### config.mk
export PLATFORM = sky130hd
export DESIGN_NAME = video_scan_gen_flat
export DESIGN_NICKNAME = d
export VERILOG_FILES = /design/src/rtl/video_scan_gen_if.sv /design/src/rtl/video_scan_gen.sv /design/src/flat_wrapper.sv
export SDC_FILE = /design/constraint.sdc
export NUM_CORES = 1
export LEC_CHECK = 0
export ABC_AREA = 1
export CORE_ASPECT_RATIO = 0.8
export CORE_UTILIZATION = 50
export DETAILED_ROUTE_END_ITERATION = 10
export PLACE_DENSITY = 0.87
export SLEW_MARGIN = 20
export SYNTH_ARGS = -nofsm -noshare
export SYNTH_HDL_FRONTEND = slang
export SYNTH_SLANG_ARGS = --single-unit
### constraint.sdc
create_clock -name clk_i -period 4.4 [get_ports clk_i]
set_clock_uncertainty 0.05 [all_clocks]
set_input_delay 0.66 -clock clk_i [delete_from_list [all_inputs] [get_ports clk_i]]
set_output_delay 0.66 -clock clk_i [all_outputs]
set_load 0.05 [all_outputs]
### src/rtl/video_scan_gen_if.sv
// video_scan_gen_if - register write port of video_scan_gen.
// The master drives strobe/address/data; the slave returns a one-cycle ack.
interface video_scan_gen_if;
    logic        i_wr_stb;
    logic [1:0]  i_wr_addr;
    logic [15:0] i_wr_data;
    logic        o_wr_ack;

    modport master (output i_wr_stb, output i_wr_addr, output i_wr_data, input o_wr_ack);
    modport slave  (input i_wr_stb, input i_wr_addr, input i_wr_data, output o_wr_ack);
endinterface

### src/rtl/video_scan_gen.sv
// video_scan_gen - raster scan timing generator with text-cell coordinates,
// frame counter and optional frame-synchronous scroll offsets.
// Optional feature: define VIDEO_SCAN_GEN_SCROLL_EN to build the scroll
// registers; without it o_scan_x/o_scan_y simply follow the counters.
module video_scan_gen #(
    parameter int HSZ      = 10,
    parameter int VSZ      = 10,
    parameter int H_ACTIVE = 640,
    parameter int H_FP     = 16,
    parameter int H_SYNC   = 96,
    parameter int H_BP     = 48,
    parameter int V_ACTIVE = 480,
    parameter int V_FP     = 10,
    parameter int V_SYNC   = 2,
    parameter int V_BP     = 33,
    parameter int HS_POL   = 0,
    parameter int VS_POL   = 0,
    parameter int GLYPH_W  = 8,
    parameter int GLYPH_H  = 12,
    parameter int TRW      = 6
) (
    input  logic                       clk_i,
    input  logic                       rstn_i,
    input  logic                       i_pix_ce,
    video_scan_gen_if.slave            wr,
    output logic [HSZ-1:0]             o_hcount,
    output logic [VSZ-1:0]             o_vcount,
    output logic                       o_de,
    output logic                       o_hsync,
    output logic                       o_vsync,
    output logic                       o_sol,
    output logic                       o_sof,
    output logic [$clog2(GLYPH_W)-1:0] o_cell_col,
    output logic [3:0]                 o_glyph_row,
    output logic [TRW-1:0]             o_text_row,
    output logic [5:0]                 o_frame_count,
    output logic [HSZ-1:0]             o_scan_x,
    output logic [VSZ-1:0]             o_scan_y
);

    localparam int CW = $clog2(GLYPH_W);

    localparam logic [HSZ-1:0] H_LAST = HSZ'(H_ACTIVE + H_FP + H_SYNC + H_BP - 1);
    localparam logic [HSZ-1:0] H_ACT  = HSZ'(H_ACTIVE);
    localparam logic [HSZ-1:0] H_SS   = HSZ'(H_ACTIVE + H_FP);
    localparam logic [HSZ-1:0] H_SE   = HSZ'(H_ACTIVE + H_FP + H_SYNC);
    localparam logic [VSZ-1:0] V_LAST = VSZ'(V_ACTIVE + V_FP + V_SYNC + V_BP - 1);
    localparam logic [VSZ-1:0] V_ACT  = VSZ'(V_ACTIVE);
    localparam logic [VSZ-1:0] V_SS   = VSZ'(V_ACTIVE + V_FP);
    localparam logic [VSZ-1:0] V_SE   = VSZ'(V_ACTIVE + V_FP + V_SYNC);
    localparam logic [3:0]     G_LAST = 4'(GLYPH_H - 1);
    localparam logic           HS_ACT = 1'(HS_POL);
    localparam logic           VS_ACT = 1'(VS_POL);

    logic           run;
    logic           run_next;
    logic           wr_ctrl;
    logic           clr_fc;
    logic           adv;
    logic           h_wrap;
    logic           v_wrap;
    logic [HSZ-1:0] scroll_x;
    logic [VSZ-1:0] scroll_y;
    logic           data_unused;

    // Not every data bit is stored; fold the rest into one sink.
    assign data_unused = ^wr.i_wr_data;

    // Advance/wrap decode. A ctrl write takes effect on the very edge that
    // samples it, so its run bit gates that same edge's advance.
    always_comb begin
        wr_ctrl  = wr.i_wr_stb && (wr.i_wr_addr == 2'd2);
        run_next = wr_ctrl ? wr.i_wr_data[0] : run;
        clr_fc   = wr_ctrl && wr.i_wr_data[1];
        adv      = i_pix_ce && run_next;
        h_wrap   = (o_hcount == H_LAST);
        v_wrap   = h_wrap && (o_vcount == V_LAST);
    end

    // Control register and write acknowledge, independent of pixel enable.
    always_ff @(posedge clk_i or negedge rstn_i) begin
        if (!rstn_i) begin
            run         <= 1'b1;
            wr.o_wr_ack <= 1'b0;
        end else begin
            run         <= run_next;
            wr.o_wr_ack <= wr.i_wr_stb;
        end
    end

    // Horizontal/vertical counters with glyph-row and text-row tracking.
    always_ff @(posedge clk_i or negedge rstn_i) begin
        if (!rstn_i) begin
            o_hcount    <= '0;
            o_vcount    <= '0;
            o_glyph_row <= '0;
            o_text_row  <= '0;
        end else if (adv) begin
            if (h_wrap) begin
                o_hcount <= '0;
                if (v_wrap) begin
                    o_vcount    <= '0;
                    o_glyph_row <= '0;
                    o_text_row  <= '0;
                end else begin
                    o_vcount <= o_vcount + 1'b1;
                    if (o_glyph_row == G_LAST) begin
                        o_glyph_row <= '0;
                        o_text_row  <= o_text_row + 1'b1;
                    end else begin
                        o_glyph_row <= o_glyph_row + 1'b1;
                    end
                end
            end else begin
                o_hcount <= o_hcount + 1'b1;
            end
        end
    end

    // Frame counter; a clear request beats a simultaneous frame wrap.
    always_ff @(posedge clk_i or negedge rstn_i) begin
        if (!rstn_i) begin
            o_frame_count <= '0;
        end else if (clr_fc) begin
            o_frame_count <= '0;
        end else if (adv && v_wrap) begin
            o_frame_count <= o_frame_count + 1'b1;
        end
    end

`ifdef VIDEO_SCAN_GEN_SCROLL_EN
    logic [HSZ-1:0] shadow_x;
    logic [VSZ-1:0] shadow_y;

    // Shadow scroll registers take writes; active copies reload at frame start,
    // so a shadow write on the wrap edge only lands the following frame.
    always_ff @(posedge clk_i or negedge rstn_i) begin
        if (!rstn_i) begin
            shadow_x <= '0;
            shadow_y <= '0;
            scroll_x <= '0;
            scroll_y <= '0;
        end else begin
            if (wr.i_wr_stb && (wr.i_wr_addr == 2'd0)) shadow_x <= wr.i_wr_data[HSZ-1:0];
            if (wr.i_wr_stb && (wr.i_wr_addr == 2'd1)) shadow_y <= wr.i_wr_data[VSZ-1:0];
            if (adv && v_wrap) begin
                scroll_x <= shadow_x;
                scroll_y <= shadow_y;
            end
        end
    end
`else
    assign scroll_x = '0;
    assign scroll_y = '0;
`endif

    // Zero-latency decodes from the current counter values.
    always_comb begin
        o_de       = (o_hcount < H_ACT) && (o_vcount < V_ACT);
        o_hsync    = ((o_hcount >= H_SS) && (o_hcount < H_SE)) ? HS_ACT : ~HS_ACT;
        o_vsync    = ((o_vcount >= V_SS) && (o_vcount < V_SE)) ? VS_ACT : ~VS_ACT;
        o_sol      = (o_hcount == '0);
        o_sof      = (o_hcount == '0) && (o_vcount == '0);
        o_cell_col = o_hcount[CW-1:0];
        o_scan_x   = o_hcount + scroll_x;
        o_scan_y   = o_vcount + scroll_y;
    end

endmodule

### src/flat_wrapper.sv
// flat-port wrapper written by rule: the top's interface ports become plain ports
module video_scan_gen_flat 
#(
    parameter int HSZ      = 10,
    parameter int VSZ      = 10,
    parameter int H_ACTIVE = 640,
    parameter int H_FP     = 16,
    parameter int H_SYNC   = 96,
    parameter int H_BP     = 48,
    parameter int V_ACTIVE = 480,
    parameter int V_FP     = 10,
    parameter int V_SYNC   = 2,
    parameter int V_BP     = 33,
    parameter int HS_POL   = 0,
    parameter int VS_POL   = 0,
    parameter int GLYPH_W  = 8,
    parameter int GLYPH_H  = 12,
    parameter int TRW      = 6
)
  (clk_i, rstn_i, i_pix_ce, o_hcount, o_vcount, o_de, o_hsync, o_vsync, o_sol, o_sof, o_cell_col, o_glyph_row, o_text_row, o_frame_count, o_scan_x, o_scan_y, wr_i_wr_stb, wr_i_wr_addr, wr_i_wr_data, wr_o_wr_ack);
  video_scan_gen_if wr_i ();
  input  logic clk_i;
  input  logic rstn_i;
  input  logic i_pix_ce;
  output logic [HSZ-1:0] o_hcount;
  output logic [VSZ-1:0] o_vcount;
  output logic o_de;
  output logic o_hsync;
  output logic o_vsync;
  output logic o_sol;
  output logic o_sof;
  output logic [$clog2(GLYPH_W)-1:0] o_cell_col;
  output logic [3:0] o_glyph_row;
  output logic [TRW-1:0] o_text_row;
  output logic [5:0] o_frame_count;
  output logic [HSZ-1:0] o_scan_x;
  output logic [VSZ-1:0] o_scan_y;
  input wire logic [$bits(wr_i.i_wr_stb)-1:0] wr_i_wr_stb;
  input wire logic [$bits(wr_i.i_wr_addr)-1:0] wr_i_wr_addr;
  input wire logic [$bits(wr_i.i_wr_data)-1:0] wr_i_wr_data;
  output wire logic [$bits(wr_i.o_wr_ack)-1:0] wr_o_wr_ack;
  assign wr_i.i_wr_stb = wr_i_wr_stb;
  assign wr_i.i_wr_addr = wr_i_wr_addr;
  assign wr_i.i_wr_data = wr_i_wr_data;
  assign wr_o_wr_ack = wr_i.o_wr_ack;
  video_scan_gen #(.HSZ(HSZ), .VSZ(VSZ), .H_ACTIVE(H_ACTIVE), .H_FP(H_FP), .H_SYNC(H_SYNC), .H_BP(H_BP), .V_ACTIVE(V_ACTIVE), .V_FP(V_FP), .V_SYNC(V_SYNC), .V_BP(V_BP), .HS_POL(HS_POL), .VS_POL(VS_POL), .GLYPH_W(GLYPH_W), .GLYPH_H(GLYPH_H), .TRW(TRW)) u_core (.clk_i(clk_i), .rstn_i(rstn_i), .i_pix_ce(i_pix_ce), .wr(wr_i), .o_hcount(o_hcount), .o_vcount(o_vcount), .o_de(o_de), .o_hsync(o_hsync), .o_vsync(o_vsync), .o_sol(o_sol), .o_sof(o_sof), .o_cell_col(o_cell_col), .o_glyph_row(o_glyph_row), .o_text_row(o_text_row), .o_frame_count(o_frame_count), .o_scan_x(o_scan_x), .o_scan_y(o_scan_y));
endmodule
==> results.ini, run 1 <==
[run_status]
status = finished clean

[timing]
clock.fmax_mhz = 316.6
timing.setup.tns_ps = 0
slew_viol_final = 0
hold_ws_ps = 422.5
tightest_slew_ps = 846.0
period_share_pct = 71.78
finalCriticalPeriod_ps = 3158
finalSetupViolCount = 0
maxSlewHeadroom_pct = 43.60
finalHoldViolations = 0
rsz0062_at_grt = false

[cts]
cts_buffer_depth = 2
cts_buffers = 5
clock_latency_ps = 290
cts_tree = built
cts_sinks = 38
cts_resized = 0
ctsHoldBuffers = 0
path_clk_slew_ps = 80
postCtsSetupRepairBufs = 0
htreeDepth = 2
clock-root-buffer = clkbuf_8

[synth]
synth_largest_type_area_fraction_pct = 36.17
synth_edf_count = 0
syn_area_um2 = 2560
ys_ff_latch = 38
ys_seq_area_share_pct = 37.19
avgSynthCellArea_um2 = 7.356
synthTopCellsByCount = nand2_1 (86), nand3_1 (43), nor2_1 (41)
yosysMostFrequentCell = nand2_1
syn-num-nets = 377
ys_warn_count = 0
synth.lib_cells_used.distinct = 28
netlist_instances = 348
ys.flop_type = dfrtp_1
ys_async_sr_fraction_pct = 100.0
yosys-top-cells-area = dfrtp_1 (36%), nand2_1 (13%), nand3_1 (8.4%)
synth_top_cell_by_area = dfrtp_1

[setup_path]
slowest_stage = clkdlybuf4s50_1
worstPathRequired_ps = 3690
start_kind = register
crit_buf_inv = 2
cp.arrival_ps = 2450
crit_chain = inv_1, ha_1, nor3b_1, nand4_1, nor3_1, clkdlybuf4s50_1
cpLargestDelayFamily = buffers and inverters
r2r_end = u_core.o_frame_count[2]
critPathMaxStageDelay_ps = 830
end_kind = output port
worstSetupPathType = reg -> out
reg2reg_slack_ps = 2330
cp_max_fo = 9
r2r_start = u_core.run
cp.depth = 6
r2r_cells = 7

[placed_design]
hpwlAfterDp_um = 4342
gp_congestion = 0.8469
portBuffers = 72
place_area_um2 = 3134
dp.cells = 450

[routing]
dr_wl_met2_um = 2752
wire_per_inst_um = 12.73
vias = 2405
drc_errors = 0
via_per_inst = 5.251
drtPass1Iterations = 4
drt_iter0_drc = 121
wl_met3_um = 305
drt-met1-wl_um = 2693
wirelength_um = 5831
route.antenna.remaining_nets = 0
routed.top_layer = met4

[global_route]
first_global_vias = 2069
antenna_found_initial = 0
grt_use_total_pct = 22.76
grt-ovfl-total = 0
grt_pass1_wl_um = 9342
grt_max_degree = 39

[power]
peakVddDrop_mv = 0.5237
p_comb_share_pct = 50.4
switching_share_pct = 48.89
switchingPower_mw = 0.7757
intPower_mw = 0.8108
p_leak_nw = 1.455
power_frac_seq_pct = 31.1
powerDensity_nw_per_um2 = 489.6
total_power_mw = 1.587
clkPwrFrac_pct = 18.5

[floorplanning]
row_count = 22
start_util_pct = 53.76
dieArea_um2 = 5412
io_pins = 87
die_h_um = 66
coreArea_um2 = 4762
die_x_um = 82

[cells_and_area]
diodes = 0
fin_nets = 426
fin_cells = 458
fin_area_um2 = 3241
drive_above_1_share_pct = 5.276
area_growth_pct = 26.59

[min_path]
hold_class = in -> async

[job]
maxCapViolCount = 0

through the flow:
| stage | setup slack, ps | util, % |
|---|---|---|
| 3_5_place_dp | 1599 | 65.82 |
| 3_3_place_gp | 1644 | 65.82 |
| 2_1_floorplan | 1289 | - |
| 6_report | 1242 | 68.05 |
| 4_1_cts | 1266 | 68.05 |
| 5_1_grt | 1071 | 68.05 |
sequential cells by signal, indices dropped and copies added (netlist names):
register              flops
u_core.run                1
u_core.o_glyph_row        4
u_core.o_text_row         6
u_core.o_vcount          10
u_core.wr.o_wr_ack        1
u_core.o_frame_count      6
u_core.o_hcount          10
cell families (layout without fill, tap and decap cells):
group / after synthesis / in the layout / synth area share, %
DFF: 38 / 38 / 37.19
and+or+nand+nor: 201 / 201 / 35.87
xor gates and xnor gates: 17 / 17 / 5.816
adders and majority gates: 7 / 7 / 3.421
AOI/OAI and AO/OA: 19 / 19 / 3.959
buffers and inverters: 66 / 116 / 13.73
placed cells by master, fill, tap and decap left out, types with 2 or more instances in the layout:
cell	synthesis	routed
nand2_1	86	86
clkdlybuf4s50_1	0	71
nand3_1	43	43
nor2_1	41	41
dfrtp_1	37	37
inv_1	35	35
o21ai_0	15	15
xor2_1	10	10
nand4_1	9	9
xnor2_1	7	7
ha_1	7	7
nor3_1	6	6
clkbuf_8	0	5
nor2_4	4	4
nor3b_1	2	2
nand2_2	2	2
nor2_2	2	2
nand3b_1	2	2
o21ai_1	2	2
clkbuf_1	0	2
how the worst max path moves through the flow:
stage	startpoint	end	slack (ps)
finish	u_core.o_hcount[0]	o_sof	1240
global route	u_core.o_hcount[0]	o_sof	1070
CTS	u_core.o_hcount[0]	o_sof	1270
detailed placement	u_core.o_hcount[0]	o_sof	1600
global placement	u_core.o_hcount[0]	o_sof	1640
floorplan	u_core.o_hcount[8]	o_de	1290
power groups by stage:
stage               Clock (mW)  Combinational [mW]  Sequential (mW)
floorplan                    0               0.479            0.635
global placement             0               0.788            0.494
detailed placement           0               0.802            0.499
CTS                      0.296               0.803            0.492
global route             0.311               0.851            0.505
finish                   0.293               0.800            0.493
layout make-up:
| type | instances | area (um^2) |
|---|---|---|
| inverter | 36 | 135.1 |
| clock buffer | 7 | 76.32 |
| multi-input combinational | 244 | 1256 |
| clock inverter | 1 | 30.03 |
| tap | 60 | 75.07 |
| timing repair buffer | 72 | 715.7 |
| fill | 402 | 1521 |
| sequential | 38 | 952.2 |
routing by layer:
layer / global-route usage (%) / vias to the layer above
met5: 0 / -
met4: 7.237 / 0
met3: 4.690 / 9
met2: 35.33 / 75
met1: 31.48 / 1133
li1: - / 1188
Note: power is estimated with default switching activity, not from simulation.
==> inputs of run 2 (changes only) <==
--- a/config.mk
+++ b/config.mk
@@ -7,9 +7,9 @@
 export LEC_CHECK = 0
 export ABC_AREA = 1
 export CORE_ASPECT_RATIO = 0.8
-export CORE_UTILIZATION = 50
+export CORE_UTILIZATION = 46
 export DETAILED_ROUTE_END_ITERATION = 10
-export PLACE_DENSITY = 0.87
+export PLACE_DENSITY = 0.81
 export SLEW_MARGIN = 20
 export SYNTH_ARGS = -nofsm -noshare
 export SYNTH_HDL_FRONTEND = slang
==> constraint.sdc (replaced) <==
create_clock -name clk_i -period 3.3 [get_ports clk_i]
set_clock_uncertainty 0.05 [all_clocks]
set_input_delay 0.495 -clock clk_i [delete_from_list [all_inputs] [get_ports clk_i]]
set_output_delay 0.495 -clock clk_i [all_outputs]
set_load 0.05 [all_outputs]
==> run 2 against run 1 <==
Sequential power is 33% higher. Non-clock buffer count unchanged. Critical path depth stayed put. Register-to-register slack worse by 1100 ps. Combinational power rose by 34%. Clock power increased by 8.9%. Sequential share of layout area up 0.19 points. Global-route usage fell by 1.9 points. Setup slack worse by 830 ps. Total power up 29%. Design area decreased by 0.66%.
==> results.ini, run 2 (synthesis gave the netlist of run 1 again) <==
[run_status]
status = finished clean  ; unchanged

[power]
powerDensity_nw_per_um2 = 633.6  ; was 489.6 nW/um^2
p_leak_nw = 1.445  ; was 1.455 nW
peakVddDrop_mv = 0.3386  ; was 0.5237 mV

[placed_design]
gp_congestion = 0.8599  ; was 0.8469
dp.cells = 452  ; was 450
portBuffers = 72  ; unchanged
place_area_um2 = 3137  ; was 3134 um^2
hpwlAfterDp_um = 4259  ; was 4342 um
place_ws_ps = 695.1  ; was 1599 ps

[timing]
maxSlewHeadroom_pct = 43.20  ; was 43.60%
period_share_pct = 87.46
fin_ws_ps = 413.8  ; was 1242 ps
finalCriticalPeriod_ps = 2886
finalSetupViolCount = 0  ; unchanged
finalHoldViolations = 0  ; unchanged
tightest_slew_ps = 851.9  ; was 846.0 ps
slew_viol_final = 0  ; unchanged
clock.fmax_mhz = 346.5
rsz0062_at_grt = false  ; unchanged
timing.setup.tns_ps = 0  ; unchanged

[cts]
postCtsSetupRepairBufs = 0  ; unchanged
cts_sinks = 38  ; unchanged
htreeDepth = 2  ; unchanged
cts_buffer_depth = 2  ; unchanged
clock_latency_ps = 290  ; about the same
cts_resized = 0  ; unchanged
path_clk_slew_ps = 70  ; was 80 ps
ctsHoldBuffers = 0  ; unchanged
cts_buffers = 5  ; unchanged
clock-root-buffer = clkbuf_8  ; unchanged
cts_tree = built  ; unchanged

[cells_and_area]
fin_cells = 458  ; unchanged
drive_above_1_share_pct = 5.303  ; was 5.276%
fin_area_um2 = 3219  ; was 3241 um^2
fin_util_pct = 62.15  ; was 68.05%
layout_commonest_cell = nand2_1  ; unchanged
area_growth_pct = 25.76  ; was 26.59%
fin_nets = 426  ; unchanged
layout_common_cells = nand2_1 (86), clkdlybuf4s50_1 (71), nand3_1 (43), nor2_1 (41), dfrtp_1 (37)  ; unchanged
diodes = 0  ; unchanged
largest_registers = u_core.o_hcount (10), u_core.o_vcount (10)  ; unchanged

[global_route]
antenna_found_initial = 0  ; unchanged
grt_pass1_wl_um = 9563  ; was 9342 um
grt_max_degree = 39  ; unchanged
first_global_vias = 2101  ; was 2,069
grt-ovfl-total = 0  ; unchanged
grt_use_total_pct = 20.89  ; was 22.76%

[floorplanning]
dieArea_um2 = 5869  ; was 5412 um^2
io_pins = 87  ; unchanged
die_x_um = 85.41  ; was 82 um
die_h_um = 68.73  ; was 66 um
row_count = 23  ; was 22
start_util_pct = 49.42  ; was 53.76%
coreArea_um2 = 5180  ; was 4762 um^2

[setup_path]
cp.arrival_ps = 2340  ; was 2450 ps
worstPathRequired_ps = 2750  ; was 3690 ps
start_kind = register  ; unchanged
worstSetupPathType = reg -> out  ; unchanged
cp_max_fo = 9  ; unchanged
end_kind = output port  ; unchanged
r2r_cells = 7  ; unchanged

[min_path]
hold_class = in -> async  ; unchanged

[routing]
wire_per_inst_um = 12.51  ; was 12.73 um
drc_errors = 0  ; unchanged
via_per_inst = 5.162  ; was 5.251
wirelength_um = 5731  ; was 5831 um
drt_iter0_drc = 173  ; was 121
route.antenna.remaining_nets = 0  ; unchanged
vias = 2364  ; was 2,405
drtPass1Iterations = 4  ; unchanged

[job]
maxCapViolCount = 0  ; unchanged

==> run 2: layout make-up <==
cell class,count,area [um^2]
clock buffer,6,82.58
fill,466,1961
inverter,36,135.1
multi-input combinational,244,1256
sequential,38,952.2
tap,62,77.57
timing repair buffer,72,715.7
==> run 2: routing by layer <==
layer | vias up | global-route usage [%] | share of wire [%]
li1 | 1190 | - | -
met1 | 1101 | 28.50 | 49
met2 | 64 | 32.80 | 45
met3 | 9 | 4.048 | 4.8
met4 | 0 | 9.167 | 1.7
met5 | - | 0 | 0
==> run 2: critical path: stages, from the launching register on <==
cell	delay (ps)
dfrtp_1	470
inv_1	130
ha_1	160
nor3b_1	160
nand4_1	150
nor3_1	150
clkdlybuf4s50_1	830
==> run 2: metrics by stage <==
step	hold WS [ps]	total power, mW
final	259.1	2.040
after global routing	340.6	2.135
after CTS	285.4	2.052
after detailed placement	465.1	1.733
after global placement	471.0	1.710
after floorplan	149.4	1.485
==> run 2: path summary, 6_finish.rpt <==
check	from	end	slack, ps
worst min-delay path	rstn_i	u_core.o_vcount[7]	260
worst max-delay path	u_core.o_hcount[0]	o_sof	410
worst min register to register	u_core.o_text_row[5]	u_core.o_text_row[5]	490
worst max register to register	u_core.run	u_core.o_frame_count[5]	1230
max in group asynchronous	rstn_i	u_core.o_frame_count[3]	2410
min in group clk_i	u_core.o_text_row[5]	u_core.o_text_row[5]	490
==> run 2: report_power, final <==
| part | internal [mW] | switching, mW | total [mW] |
|---|---|---|---|
| sequential | 0.530 | 0.126 | 0.656 |
| clock | 0.161 | 0.158 | 0.319 |
| combinational | 0.325 | 0.740 | 1.07 |
==> RTL edit, RTL diff (flow settings as in run 1) <==
`GLYPH_W` is set to 8 in 2 places; all go to 16.
--- a/src/rtl/video_scan_gen.sv
+++ b/src/rtl/video_scan_gen.sv
@@ -15,7 +15,7 @@
     parameter int V_BP     = 33,
     parameter int HS_POL   = 0,
     parameter int VS_POL   = 0,
-    parameter int GLYPH_W  = 8,
+    parameter int GLYPH_W  = 16,
     parameter int GLYPH_H  = 12,
     parameter int TRW      = 6
 ) (
--- a/src/flat_wrapper.sv
+++ b/src/flat_wrapper.sv
@@ -13,7 +13,7 @@
     parameter int V_BP     = 33,
     parameter int HS_POL   = 0,
     parameter int VS_POL   = 0,
-    parameter int GLYPH_W  = 8,
+    parameter int GLYPH_W  = 16,
     parameter int GLYPH_H  = 12,
     parameter int TRW      = 6
 )
Interface: changed (resized o_cell_col); port bits go from 87 to 88. The function was not compared with the original's and may differ.
==> RTL edit against run 1 <==
- count of clock-buffer cells in the layout decreased by 1
- routed wire length is 4.9% higher
- synthesized area grew 0.29%
- largest power group unchanged
- worst setup slack got worse by 0.033 ns
- first-iteration DRC count up 80%
- sequential share of layout area shrank 0.41 points
- cell area is 1.4% higher
- sequential cell count did not move
- power grew 7.1%
- clock power is 28% higher
- via count decreased by 0.58%
==> RTL edit: results (changes against run 1) <==
stage;metric;value;unit;change
synth;sequential cell area fraction in the yosys report;37.1;%;was 37.2%
finish;fin cells;459;;was 458
synth;largest cells by area after synthesis;dfrtp_1 (36%), nand2_1 (13%), nand3_1 (8.4%), buf_4 (7.3%), nor2_1 (6.0%);;was dfrtp_1 (36%), nand2_1 (13%), nand3_1 (8.4%), buf_4 (7.0%), nor2_1 (6.0%)
power_and_ir_drop;VDD IR max;0.463;mV;was 0.524 mV
clocking;total setup buffers inserted after CTS;0;;unchanged
global_routing;GR Util All Layers;24.2;%;was 22.8%
timing;Least-Margin Pin Slew;0.848;ns;was 0.846 ns
global_routing;vias in the first global route;2132;;was 2,069
route;detailed-route wire length per cell;13.3;um;was 12.7 um
route;uppermost layer routed;met4;;unchanged
clocking;CTS clk-pin slew, worst paths;0.08;ns;about the same
finish;top flop regs;u_core.o_hcount (10), u_core.o_vcount (10);;unchanged
route;Vias;2391;;was 2,405
finish;Nets;427;;was 426
critical_path;Worst Path Arrival;2.48;ns;was 2.45 ns
route;drt first pass iters;4;;unchanged
critical_path;Crit Reg-Reg Endpoint;u_core.o_frame_count[3];;was u_core.o_frame_count[2]
timing;Tcrit/Tclk final;72.5;%;was 71.8%
clocking;CTS Buf Count;5;;unchanged
synth;syn_nets;378;;was 377
route;DRT iter0 DRCs;218;;was 121
placement;pre-CTS WS;1.59;ns;was 1.60 ns
synth;Synth cell types;28;;unchanged
placement;Port Buf Inserts;73;;was 72
finish;Diodes inserted;0;;unchanged
placement;Post-Place Cells;451;;was 450
placement;HPWL Detailed;4360;um;was 4340 um
critical_path;Setup crit end;o_sof;;unchanged
synth;Post-synth top cells;nand2_1 (86), nand3_1 (43), nor2_1 (41), dfrtp_1 (37), inv_1 (35);;unchanged
clocking;Longest Clk Path Bufs;2;;unchanged
power_and_ir_drop;static leakage;1.48;nW;was 1.45 nW
clocking;H-tree level count;2;;unchanged
clocking;Clock Latency Late Sink;0.30;ns;
critical_path;CP delay by family, top;buffers and inverters;;unchanged
finish;Fillers;378;;was 402
synth;Syn Area/Cell;7.36;um^2;about the same
finish;share of cells above drive strength 1;5.76;%;was 5.28%
placement;gpl congestion;0.814;;was 0.847
global_routing;first-pass GRT wire length;9920;um;was 9340 um
hold_path;HP Class;primary input to async pin;;unchanged
route;DR WL met3;347;um;was 305 um
route;WL met1;2730;um;was 2690 um
route;met2 wire len;2920;um;was 2750 um
critical_path;CP peak stage delay;0.85;ns;was 0.83 ns
outcome;status;complete, no violations;;unchanged
synth;Async S/R FF share, synth;100;%;unchanged
critical_path;reg2reg setup slack;2.36;ns;was 2.33 ns
global_routing;antenna violations before repair;0;;unchanged
-- RTL edit: layout make-up --
| type | count | area share (%) |
|---|---|---|
| multi-input cells | 244 | 38.2 |
| well taps | 60 | 2.28 |
| inverters | 36 | 4.11 |
| flip-flops and latches | 38 | 29.0 |
| clock buffers | 6 | 2.51 |
| clock inverters | 2 | 1.83 |
| repair buffers | 73 | 22.1 |
-- RTL edit: per-layer routing --
layer	vias up	track usage, %
li1	1188	-
met1	1103	32.2
met2	88	39.0
met3	12	4.41
met4	0	8.77
met5	-	0
-- RTL edit: where the power goes --
part	switching (mW)	leakage, nW	internal, mW
logic	0.577	0.910	0.251
registers	0.0977	0.497	0.397
clock network	0.134	0.0714	0.242
-- RTL edit: cell families after synthesis --
kind of cell,after synthesis,share of synthesized area (%)
and+or+nand+nor,201,35.8
buffers and inverters,67,14.0
DFF,38,37.1
AOI/OAI and AO/OA,19,3.95
xor gates and xnor gates,17,5.80
adders and majority gates,7,3.41
-- RTL edit: per-stage QoR --
| stage | area [um^2] | hold WS [ns] |
|---|---|---|
| after detailed placement | 3140 | 0.468 |
| after global routing | 3290 | 0.486 |
| final | 3290 | 0.407 |
| after CTS | 3290 | 0.451 |
| after floorplan | 2570 | 0.314 |
| after global placement | 3140 | 0.469 |
-- RTL edit: worst min path at each step --
stage                           from                      end  slack [ns]  cells past startpoint
5_1_grt                       rstn_i       u_core.wr.o_wr_ack        0.49                      1
6_report                      rstn_i       u_core.o_vcount[4]        0.41                      1
3_5_place_dp   u_core.o_glyph_row[1]    u_core.o_glyph_row[1]        0.47                      2
4_1_cts                       rstn_i       u_core.wr.o_wr_ack        0.45                      1
2_1_floorplan                 rstn_i  u_core.o_frame_count[0]        0.31                      0
3_3_place_gp    u_core.o_text_row[5]     u_core.o_text_row[5]        0.47                      2
